`src/rtl/zvc_line_scheduler_if.sv`:
```
// Requester / compressor / result-buffer bus of the ZVC line scheduler.
// master: line producers plus downstream credit return. slave: the scheduler.
interface zvc_line_scheduler_if #(
   parameter int unsigned NUM_REQ  = 4,
   parameter int unsigned REQ_ID_W = 2
);
   logic [NUM_REQ-1:0]  req_valid;
   logic [NUM_REQ-1:0]  req_ready;
   logic                issue_valid;
   logic [REQ_ID_W-1:0] issue_sel;
   logic                res_valid;
   logic [REQ_ID_W-1:0] res_id;
   logic                credit_ret;

   modport master (
      output req_valid, credit_ret,
      input  req_ready, issue_valid, issue_sel, res_valid, res_id
   );

   modport slave (
      input  req_valid, credit_ret,
      output req_ready, issue_valid, issue_sel, res_valid, res_id
   );
endinterface

```
`src/rtl/zvc_line_scheduler.sv`:
```
// ZVC line scheduler: round-robin issue of producer lines into the fixed-latency
// compressor, credit-gated against the result buffer, with a flush/drain sequence.
// Optional macro ZVC_SCHED_PERF_EN adds perf_issued / perf_nocredit counters and perf_clr.
module zvc_line_scheduler #(
   parameter int unsigned NUM_REQ  = 4,
   parameter int unsigned REQ_ID_W = 2,
   parameter int unsigned PIPE_LAT = 2,
   parameter int unsigned CREDITS  = 8,
   parameter int unsigned CREDIT_W = 4
) (
   input  logic                 clk,
   input  logic                 reset_n,
   input  logic                 enable,
   zvc_line_scheduler_if.slave  bus,
   input  logic                 flush_req,
   output logic                 flush_done,
   output logic                 busy,
   output logic [CREDIT_W-1:0]  credit_cnt,
   output logic                 credit_err
`ifdef ZVC_SCHED_PERF_EN
   ,
   input  logic                 perf_clr,
   output logic [31:0]          perf_issued,
   output logic [31:0]          perf_nocredit
`endif
);

   localparam int unsigned INF_W = $clog2(PIPE_LAT + 1);
   localparam logic [CREDIT_W-1:0] CREDITS_C = CREDIT_W'(CREDITS);
   localparam logic [REQ_ID_W-1:0] LAST_ID   = REQ_ID_W'(NUM_REQ - 1);

   typedef enum logic [1:0] {
      S_IDLE  = 2'd0,
      S_RUN   = 2'd1,
      S_DRAIN = 2'd2
   } state_t;

   state_t              state_q, state_d;
   logic [REQ_ID_W-1:0] rr_q, rr_d;
   logic [REQ_ID_W-1:0] last_sel_q;
   logic [CREDIT_W-1:0] credit_q, credit_d;
   logic                err_q, err_d;
   logic [INF_W-1:0]    inflight_q, inflight_d;
   logic                flush_done_q, flush_done_d;
   logic                busy_q, busy_d;
   logic [PIPE_LAT-1:0] tag_vld_q;
   logic [REQ_ID_W-1:0] tag_id_q [PIPE_LAT];

   logic                grant_en;
   logic                grant;
   logic [REQ_ID_W-1:0] grant_idx;
   logic [NUM_REQ-1:0]  grant_oh;
   logic [REQ_ID_W-1:0] sel;
   logic                res_vld;
   logic                ret_ok;

   // Round-robin search: ids at/above the pointer first, then wrap to ids below it
   always_comb begin
      grant_en  = (state_q == S_RUN) && enable && (credit_q != '0);
      grant     = 1'b0;
      grant_idx = '0;
      grant_oh  = '0;
      for (int i = 0; i < NUM_REQ; i++) begin
         if (!grant && grant_en && bus.req_valid[i] && (REQ_ID_W'(i) >= rr_q)) begin
            grant       = 1'b1;
            grant_idx   = REQ_ID_W'(i);
            grant_oh[i] = 1'b1;
         end
      end
      for (int i = 0; i < NUM_REQ; i++) begin
         if (!grant && grant_en && bus.req_valid[i] && (REQ_ID_W'(i) < rr_q)) begin
            grant       = 1'b1;
            grant_idx   = REQ_ID_W'(i);
            grant_oh[i] = 1'b1;
         end
      end
   end

   assign sel     = grant ? grant_idx : last_sel_q;
   assign res_vld = tag_vld_q[PIPE_LAT-1];

   // Credit, in-flight and round-robin pointer bookkeeping
   always_comb begin
      ret_ok = bus.credit_ret && (credit_q != CREDITS_C);
      err_d  = err_q | (bus.credit_ret && (credit_q == CREDITS_C));
      unique case ({grant, ret_ok})
         2'b10:   credit_d = credit_q - CREDIT_W'(1);
         2'b01:   credit_d = credit_q + CREDIT_W'(1);
         default: credit_d = credit_q;
      endcase
      unique case ({grant, res_vld})
         2'b10:   inflight_d = inflight_q + INF_W'(1);
         2'b01:   inflight_d = inflight_q - INF_W'(1);
         default: inflight_d = inflight_q;
      endcase
      rr_d = rr_q;
      if (grant) begin
         rr_d = (grant_idx == LAST_ID) ? '0 : grant_idx + REQ_ID_W'(1);
      end
   end

   // Next-state and registered status outputs
   always_comb begin
      state_d      = state_q;
      flush_done_d = 1'b0;
      unique case (state_q)
         S_IDLE: begin
            if (enable) state_d = S_RUN;
            if (flush_req) flush_done_d = 1'b1;
         end
         S_RUN: begin
            if (flush_req) state_d = S_DRAIN;
         end
         S_DRAIN: begin
            if (inflight_d == '0) begin
               state_d      = S_IDLE;
               flush_done_d = 1'b1;
            end
         end
         default: state_d = S_IDLE;
      endcase
      busy_d = (state_d != S_IDLE) || (inflight_d != '0);
   end

   // State register
   always_ff @(posedge clk) begin
      if (!reset_n) state_q <= S_IDLE;
      else          state_q <= state_d;
   end

   // Counters, pointer, status flags and result tag pipe
   always_ff @(posedge clk) begin
      if (!reset_n) begin
         rr_q         <= '0;
         last_sel_q   <= '0;
         credit_q     <= CREDITS_C;
         err_q        <= 1'b0;
         inflight_q   <= '0;
         flush_done_q <= 1'b0;
         busy_q       <= 1'b0;
         tag_vld_q    <= '0;
         for (int s = 0; s < PIPE_LAT; s++) tag_id_q[s] <= '0;
      end else begin
         rr_q         <= rr_d;
         last_sel_q   <= sel;
         credit_q     <= credit_d;
         err_q        <= err_d;
         inflight_q   <= inflight_d;
         flush_done_q <= flush_done_d;
         busy_q       <= busy_d;
         tag_vld_q[0] <= grant;
         tag_id_q[0]  <= sel;
         for (int s = 1; s < PIPE_LAT; s++) begin
            tag_vld_q[s] <= tag_vld_q[s-1];
            tag_id_q[s]  <= tag_id_q[s-1];
         end
      end
   end

   assign bus.req_ready   = grant_oh;
   assign bus.issue_valid = grant;
   assign bus.issue_sel   = sel;
   assign bus.res_valid   = res_vld;
   assign bus.res_id      = tag_id_q[PIPE_LAT-1];
   assign flush_done      = flush_done_q;
   assign busy            = busy_q;
   assign credit_cnt      = credit_q;
   assign credit_err      = err_q;

`ifdef ZVC_SCHED_PERF_EN
   // Issued-line and credit-starved-cycle counters, wrapping modulo 2^32
   always_ff @(posedge clk) begin
      if (!reset_n || perf_clr) begin
         perf_issued   <= '0;
         perf_nocredit <= '0;
      end else begin
         if (grant) perf_issued <= perf_issued + 32'd1;
         if ((state_q == S_RUN) && enable && (|bus.req_valid) && (credit_q == '0))
            perf_nocredit <= perf_nocredit + 32'd1;
      end
   end
`endif

endmodule

```
`src/flat_wrapper.sv`:
```
// flat-port wrapper written by rule: the top's interface ports become plain ports
module zvc_line_scheduler_flat 
#(
   parameter int unsigned NUM_REQ  = 4,
   parameter int unsigned REQ_ID_W = 2,
   parameter int unsigned PIPE_LAT = 2,
   parameter int unsigned CREDITS  = 8,
   parameter int unsigned CREDIT_W = 4
)
  (clk, reset_n, enable, flush_req, flush_done, busy, credit_cnt, credit_err, bus_req_valid, bus_credit_ret, bus_req_ready, bus_issue_valid, bus_issue_sel, bus_res_valid, bus_res_id);
  zvc_line_scheduler_if #(.NUM_REQ(NUM_REQ), .REQ_ID_W(REQ_ID_W)) bus_i ();
  input  logic clk;
  input  logic reset_n;
  input  logic enable;
  input  logic flush_req;
  output logic flush_done;
  output logic busy;
  output logic [CREDIT_W-1:0] credit_cnt;
  output logic credit_err;
  input wire logic [$bits(bus_i.req_valid)-1:0] bus_req_valid;
  input wire logic [$bits(bus_i.credit_ret)-1:0] bus_credit_ret;
  output wire logic [$bits(bus_i.req_ready)-1:0] bus_req_ready;
  output wire logic [$bits(bus_i.issue_valid)-1:0] bus_issue_valid;
  output wire logic [$bits(bus_i.issue_sel)-1:0] bus_issue_sel;
  output wire logic [$bits(bus_i.res_valid)-1:0] bus_res_valid;
  output wire logic [$bits(bus_i.res_id)-1:0] bus_res_id;
  assign bus_i.req_valid = bus_req_valid;
  assign bus_i.credit_ret = bus_credit_ret;
  assign bus_req_ready = bus_i.req_ready;
  assign bus_issue_valid = bus_i.issue_valid;
  assign bus_issue_sel = bus_i.issue_sel;
  assign bus_res_valid = bus_i.res_valid;
  assign bus_res_id = bus_i.res_id;
  zvc_line_scheduler #(.NUM_REQ(NUM_REQ), .REQ_ID_W(REQ_ID_W), .PIPE_LAT(PIPE_LAT), .CREDITS(CREDITS), .CREDIT_W(CREDIT_W)) u_core (.clk(clk), .reset_n(reset_n), .enable(enable), .bus(bus_i), .flush_req(flush_req), .flush_done(flush_done), .busy(busy), .credit_cnt(credit_cnt), .credit_err(credit_err));
endmodule
```
`config.mk`:
```
export PLATFORM = sky130hd
export DESIGN_NAME = zvc_line_scheduler_flat
export DESIGN_NICKNAME = d
export VERILOG_FILES = /design/src/rtl/zvc_line_scheduler_if.sv /design/src/rtl/zvc_line_scheduler.sv /design/src/flat_wrapper.sv
export SDC_FILE = /design/constraint.sdc
export NUM_CORES = 1
export LEC_CHECK = 0
export CAP_MARGIN = 20
export CELL_PAD_IN_SITES_DETAIL_PLACEMENT = 1
export CELL_PAD_IN_SITES_GLOBAL_PLACEMENT = 2
export CORE_MARGIN = 2
export CORE_UTILIZATION = 28
export DETAILED_ROUTE_END_ITERATION = 6
export GPL_TIMING_DRIVEN = 0
export PLACE_DENSITY_LB_ADDON = 0.1
export SLEW_MARGIN = 30
export SYNTH_ARGS = -nofsm -noshare
export SYNTH_HDL_FRONTEND = slang
export SYNTH_SLANG_ARGS = --single-unit
```
`constraint.sdc`:
```
create_clock -name clk -period 3.65 [get_ports clk]
set_input_delay 1.095 -clock clk [delete_from_list [all_inputs] [get_ports clk]]
set_output_delay 1.095 -clock clk [all_outputs]
set_load 0.01 [all_outputs]
```
==> summary.txt <==
Global routing
  – Number of global-route vias before repair: 1059
  – Pin count of the biggest net entering global routing: 12
  – GRT Overall Usage: 14.3%
  – Remaining Overflow, GRT: 0
  – First-pass GRT wire length: 4910 um
  – Number of antenna violations at the first check in global routing: 0

Logic synthesis
  – Sequential element share of the synthesized area: 34.0%
  – Top-area cell type share of the netlist area: 34.0%
  – Cell taking the most area after synthesis: sky130_fd_sc_hd__dfxtp_1
  – Register bit count reported by yosys: 19
  – Number of nets in the synthesized netlist: 144
  – Main flop type after synthesis: sky130_fd_sc_hd__dfxtp_1
  – Post-synthesis area per instance: 8.61 sq um
  – EDFF count, synth: 0
  – Async set or reset register ratio after synthesis: 0%
  – Number of distinct library cells after synthesis: 37
  – Synth warnings: 0
  – Largest cells by area after synthesis: sky130_fd_sc_hd__dfxtp_1 (34%), sky130_fd_sc_hd__nor2_1 (6.0%), sky130_fd_sc_hd__ha_1 (4.5%)
  – Cell Area, Synth: 0.00112 sq mm
  – Gate count after technology mapping: 130

Floorplanning
  – Std-Cell Rows: 22
  – Initial Util: 29.9%
  – Vertical die dimension: 67.2 um
  – Core area: 0.00374 sq mm
  – Total die area: 0.00452 sq mm
  – Die Wd: 67.2 um
  – Boundary pin count: 26

Finish
  – Final nets: 174
  – End-of-flow core utilization: 39.3%
  – Share of final-layout standard cells stronger than drive strength 1: 13.2%
  – Antenna diodes: 0
  – Area delta synth->final: 31.5%

Clocking
  – TritonCTS clock tree: yes
  – CTS root buffer: sky130_fd_sc_hd__clkbuf_8
  – Sink Count: 19
  – Clock-pin transition on the worst setup and hold timing paths: 0.08 ns
  – Number of buffers created by CTS: 3
  – Maximum root-to-sink buffer count: 2
  – H-tree levels: 1
  – Clock latency on the worst-skew pair: 0.26 ns

Routing
  – Number of design rule violations left after detail routing: 0
  – Routed wire length: 2880 um
  – Remaining antenna violation count after routing: 0
  – Per-cell routed wire length: 13.9 um
  – Overall via count from detail_route: 1029
  – Initial detailed-routing violation count: 27
  – Vias per cell: 4.97
  – Count of TritonRoute iterations in the first routing pass: 2

Job
  – Max Cap Violations: 0

Critical path
  – Crit path capture type: output pin
  – Cells traversed along the worst timing path: clkdlybuf4s15_2, nor2_2, a211oi_4, buf_4, clkdlybuf4s50_1
  – Critical Path Source Type: input port
  – Critical path's largest stage delay: 0.52 ns
  – Kind of cell adding the most delay to the critical path: buffers and inverters
  – Maximum fanout along the worst path: 7
  – Number of buffer and inverter stages on the critical path: 3
  – Critical Path AT: 2.48 ns
  – Worst path slowest cell: sky130_fd_sc_hd__clkdlybuf4s50_1
  – Start-to-end type of the worst setup path: input port to output pin
  – Worst path required time: 2.55 ns

Timing
  – Final Skew: 0.00645 ns
  – Post-route fraction of the period consumed by the critical path: 97.9%
  – Relative slew margins: 72.8%
  – Final hold vios: 0
  – Setup repair after global routing missed its margin: false
  – Highest clock frequency the design can meet: 280 MHz
  – Final setup violation count: 0
  – Worst hold-check slack: 0.463 ns
  – Total negative slack for setup checks: 0 ns
  – Minimum clock period after layout: 3.57 ns
  – Number of slew-limit violations in the final report: 0
  – Transition at the pin with the smallest max-transition slack: 0.408 ns

Run status
  – Run status: finished clean

Hold path
  – Path class of the lowest-slack min-delay path: flop to flop

Power
  – Power density over the cells: 508 mW/mm^2
  – Max rail drop VDD: 0.190 mV
  – LEAKAGE: 0.570 nW
  – Total power consumption of the routed design: 748 uW

Placement
  – Post-DP HPWL: 2190 um
  – Final weighted congestion in routability-driven placement: 0.802
  – Port bufs: 22
==> layer usage <==
| layer | vias up | wire length, um | part of all wire (%) | GRT usage, % |
|---|---|---|---|---|
| li1 | 516 | - | - | - |
| met1 | 494 | 1280 | 44 | 17.7 |
| met2 | 17 | 1460 | 51 | 24.6 |
| met3 | 2 | 121 | 4.2 | 3.67 |
| met4 | 0 | 18 | 0.63 | 3.83 |
| met5 | - | 0 | 0 | 0 |
==> area by class of cell <==
type                       count  area, sq um
buffer                         8         35.0
clock buffer                   3         41.3
clock inverter                 1         5.00
fill                         455         2270
inverter                       4         15.0
multi-input combinational     99          694
sequential                    19          380
tap                           48         60.1
timing repair buffer          25          241
==> flip-flops by register name, summed over array words and instances (netlist names) <==
| name | flops |
|---|---|
| u_core.tag_id_q | 3 |
| u_core.flush_done | 1 |
| u_core.state_q | 2 |
| u_core.tag_vld_q | 2 |
| u_core.rr_q | 2 |
| u_core.busy | 1 |
| u_core.credit_cnt | 4 |
| u_core.inflight_q | 2 |
| u_core.last_sel_q | 1 |
| u_core.credit_err | 1 |
==> report_power, final <==
part / leakage, nW / internal [mW] / switching [mW]
registers: 0.156 / 0.238 / 0.0458
logic: 0.389 / 0.164 / 0.152
clock network: 0.0255 / 0.0759 / 0.0726
==> synth_stat cells (all sizes together), types with 2 or more instances <==
cell type and n:
o21a 2, nand2 6, nor2b 5, buf 4, nand2b 5, a21oi 6, and3 3, and2 6
nor2 18, xnor2 4, or2 2, mux2i 3, ha 4, o21ai 7, clkbuf 4, a31oi 5
dfxtp 19, nor4 2, o221ai 2, a211oi 3, a21boi 2, inv 4, o22ai 2
==> layout by cell type (no fill, tap or decap), types with 4 or more instances in the layout <==
| master | synthesis | routed |
|---|---|---|
| sky130_fd_sc_hd__a31oi_1 | 5 | 5 |
| sky130_fd_sc_hd__inv_1 | 4 | 4 |
| sky130_fd_sc_hd__and2_1 | 6 | 6 |
| sky130_fd_sc_hd__clkbuf_1 | 4 | 4 |
| sky130_fd_sc_hd__nand2b_1 | 5 | 5 |
| sky130_fd_sc_hd__o21ai_0 | 7 | 7 |
| sky130_fd_sc_hd__nor2b_1 | 5 | 5 |
| sky130_fd_sc_hd__a21oi_1 | 6 | 6 |
| sky130_fd_sc_hd__xnor2_1 | 4 | 4 |
| sky130_fd_sc_hd__nor2_1 | 18 | 16 |
| sky130_fd_sc_hd__buf_2 | 4 | 4 |
| sky130_fd_sc_hd__clkdlybuf4s50_1 | 0 | 18 |
| sky130_fd_sc_hd__dfxtp_1 | 19 | 19 |
| sky130_fd_sc_hd__ha_1 | 4 | 4 |
| sky130_fd_sc_hd__nand2_1 | 6 | 6 |
==> kinds of logic after synthesis <==
| kind of cell | Yosys count | share of synthesized area [%] |
|---|---|---|
| simple gates | 53 | 28.5 |
| compound gates | 33 | 20.0 |
| flops | 19 | 34.0 |
| buf+inv | 12 | 4.47 |
| fa+ha+maj | 5 | 6.26 |
| xor+xnor | 4 | 3.13 |
| mux | 4 | 3.69 |
==> worst register-to-register path: stages (launching register included) <==
cell and delay (ns):
sky130_fd_sc_hd__dfxtp_1 0.53, sky130_fd_sc_hd__nor4_4 0.12, sky130_fd_sc_hd__a211oi_4 0.33, sky130_fd_sc_hd__buf_4 0.19
sky130_fd_sc_hd__inv_1 0.06, sky130_fd_sc_hd__ha_1 0.21, sky130_fd_sc_hd__inv_1 0.14, sky130_fd_sc_hd__ha_1 0.29
sky130_fd_sc_hd__a21oi_1 0.20, sky130_fd_sc_hd__a211oi_1 0.10, sky130_fd_sc_hd__a31oi_1 0.19, sky130_fd_sc_hd__mux2_2 0.35
==> stage by stage <==
step	std cells	setup slack, ns	cell area, sq um
6_report	207	0.0758	1470
3_5_place_dp	200	-0.495	1400
2_1_floorplan	130	0.370	1120
5_1_grt	207	0.0271	1470
4_1_cts	207	0.00215	1470
3_3_place_gp	200	-0.503	1400
==> what timing repair did <==
item                       4_1_cts  5_1_grt
pin swaps                        2        0
hold buffers                     0        0
buffers inserted                 3        0
resized for setup                7        2
setup endpoints to repair        8        3
==> final timing paths <==
path                                startpoint  cells past startpoint  slack, ns                                end
max reg2reg  u_core.credit_cnt[0]$_SDFFE_PN0P_                     11       0.85  u_core.credit_cnt[3]$_SDFFE_PN1P_
min reg2reg     u_core.tag_vld_q[0]$_SDFF_PN0_                      1       0.46     u_core.tag_vld_q[1]$_SDFF_PN0_
max                           bus_req_valid[1]                      5       0.08                    bus_issue_valid
min             u_core.tag_vld_q[0]$_SDFF_PN0_                      1       0.46     u_core.tag_vld_q[1]$_SDFF_PN0_
No activity file was read; power rests on OpenSTA's default activity.
==> edit: new RTL, same settings <==
Put one more register stage on the output `credit_cnt`, cleared by the reset. The value now appears one clock later. The other outputs are not delayed to match.
--- a/src/rtl/zvc_line_scheduler.sv
+++ b/src/rtl/zvc_line_scheduler.sv
@@ -164,7 +164,13 @@
    assign bus.res_id      = tag_id_q[PIPE_LAT-1];
    assign flush_done      = flush_done_q;
    assign busy            = busy_q;
-   assign credit_cnt      = credit_q;
+   always_ff @(posedge clk) begin
+      if (!reset_n) begin
+         credit_cnt <= '0;
+      end else begin
+         credit_cnt <= credit_q;
+      end
+   end
    assign credit_err      = err_q;
 
 `ifdef ZVC_SCHED_PERF_EN
Formal check against the unedited RTL: not equivalent (a bounded check fails within 4 cycles, from zero or initial values and one cycle with reset_n low).
==> edit against the unedited design <==
Utilization down 0.15 points. Sequential share of layout area up 3.3 points. Sequential cell count up 4. Synthesized area increased by 4.7%. Power grew 7.5%. Non-clock buffer count unchanged. Final area increased by 7.2%. Global-route usage shrank 0.11 points. Die area increased by 4.4%. Worst setup slack better by 0.020 ns. Routed wire length down 1.1%. Critical path type unchanged. Critical endpoint is now bus_issue_sel[0]. Largest cell class unchanged. Highest routed layer unchanged.
==> edit: results (changes against the unedited design) <==
stage	metric	value	unit	change
yosys	top cells by count, synth	23 x dfxtp_1, 9 x nor2_1, 8 x and2_1, 6 x inv_1, 6 x o21ai_0		was 19 x dfxtp_1, 18 x nor2_1, 7 x o21ai_0
finish	multi-input combinational cell area	701.9	um^2	was 694.4 um^2
finish	Filler Cells Inserted	485		was 455
setup_path	slowest cell on the critical path	dlygate4sd2_1		was clkdlybuf4s50_1
setup_path	CP startpoint	enable		was bus_req_valid[1]
power	net switching power	280.3	uW	was 270.1 uW
placement	Placed Instance Area	1475	um^2	was 1400 um^2
status	run status	finished, final reports clean		unchanged
setup_path	number of cells on the worst reg-to-reg path	12		was 11
finish	Non-clk invs	6		was 4
setup_path	FF-to-FF Start	u_core.credit_q[0]		was u_core.credit_cnt[0]
placement	post-detail-place hpwl	2.117	mm	was 2.187 mm
setup_path	setup slack, reg-to-reg	0.88	ns	was 0.85 ns
finish	sequential cells	23		was 19
setup_path	r2r endpoint	u_core.credit_q[3]		was u_core.credit_cnt[3]
power	sequential logic power	338	uW	was 283 uW
drt	WL final	2.845	mm	was 2.876 mm
global_routing	met1 Use GR	17.35	%	was 17.73%
setup_path	Max stage delay on crit path	0.29	ns	was 0.52 ns
setup_path	CP max FO	5		was 7
finish	nets@finish	170		was 174
yosys	post-synthesis sequential area ratio	39.27	%	was 33.97%
finish	fraction of area in non-clock buffers	18.15	%	was 18.78%
timing	hold_ws	0.4420	ns	was 0.4631 ns
finish	share of layout cells above drive strength 1	16.77	%	was 13.21%
finish	clock buffers	4		was 3
yosys	Syn Nets	137		was 144
yosys	Synth Instances	123		was 130
power	Tot Pwr	803.7	uW	was 747.6 uW
placement	Port Buffers	24		was 22
finish	multi-input gates	89		was 99
drt	routed wl met3	102	um	was 121 um
yosys	synth top area cells	dfxtp_1 39%, and2_1 4.3%, ha_1 4.3%		was dfxtp_1 34%, nor2_1 6.0%, ha_1 4.5%
placement	placed cells	197		was 200
timing	Final Skew	0.002536	ns	was 0.006447 ns
finish	Register Area	460.4	um^2	was 380.4 um^2
clock_tree	cts repair resizes	15		was 7
drt	Metal-1 WL	1.366	mm	was 1.275 mm
setup_path	WP data arrival	2.46	ns	was 2.48 ns
drt	DR iter-0 viols	22		was 27
timing	relative slew slack	67.14	%	was 72.81%
drt	met2 WL	1.359	mm	was 1.461 mm
power	Leak	0.0006532	uW	was 0.0005700 uW
global_routing	met2 Use GR	24.64	%	was 24.63%
finish	Final clock-cell share	2.853	%	was 3.144%
yosys	post-synthesis cell type count	42		was 37
placement	RePlAce Congestion	0.8067		was 0.8017
drt	vias	1017		was 1029
placement	pre-CTS setup slack	-0.4623	ns	was -0.4945 ns
clock_tree	postcts setup bufs	4		was 3
finish	final instance area	1579	um^2	was 1473 um^2
floorplanning	Core Rows	23		was 22
global_routing	vias in the first global route	1093		was 1059
edit: cell count changes in the layout (fill, tap and decap cells not counted), sizes merged, moves of 2 or more:
| cell | before | now |
|---|---|---|
| a21oi | 6 | 3 |
| nor3 | 1 | 4 |
| nor2b | 5 | 3 |
| dlygate4sd2 | 2 | 4 |
| and2 | 6 | 9 |
| clkdlybuf4s50 | 18 | 16 |
| inv | 4 | 6 |
| nor2 | 18 | 10 |
| dfxtp | 19 | 23 |
| nand2 | 6 | 4 |
edit: logic make-up (layout without fill, tap and decap cells):
| logic type | after synthesis | in the layout | synth area share, % |
|---|---|---|---|
| flops | 23 | 23 | 39.27 |
| compound gates | 32 | 32 | 19.85 |
| fa+ha+maj | 5 | 5 | 5.977 |
| xor+xnor | 4 | 4 | 2.988 |
| simple gates | 45 | 45 | 24.97 |
| buf+inv | 11 | 43 | 4.376 |
| mux | 3 | 3 | 2.561 |
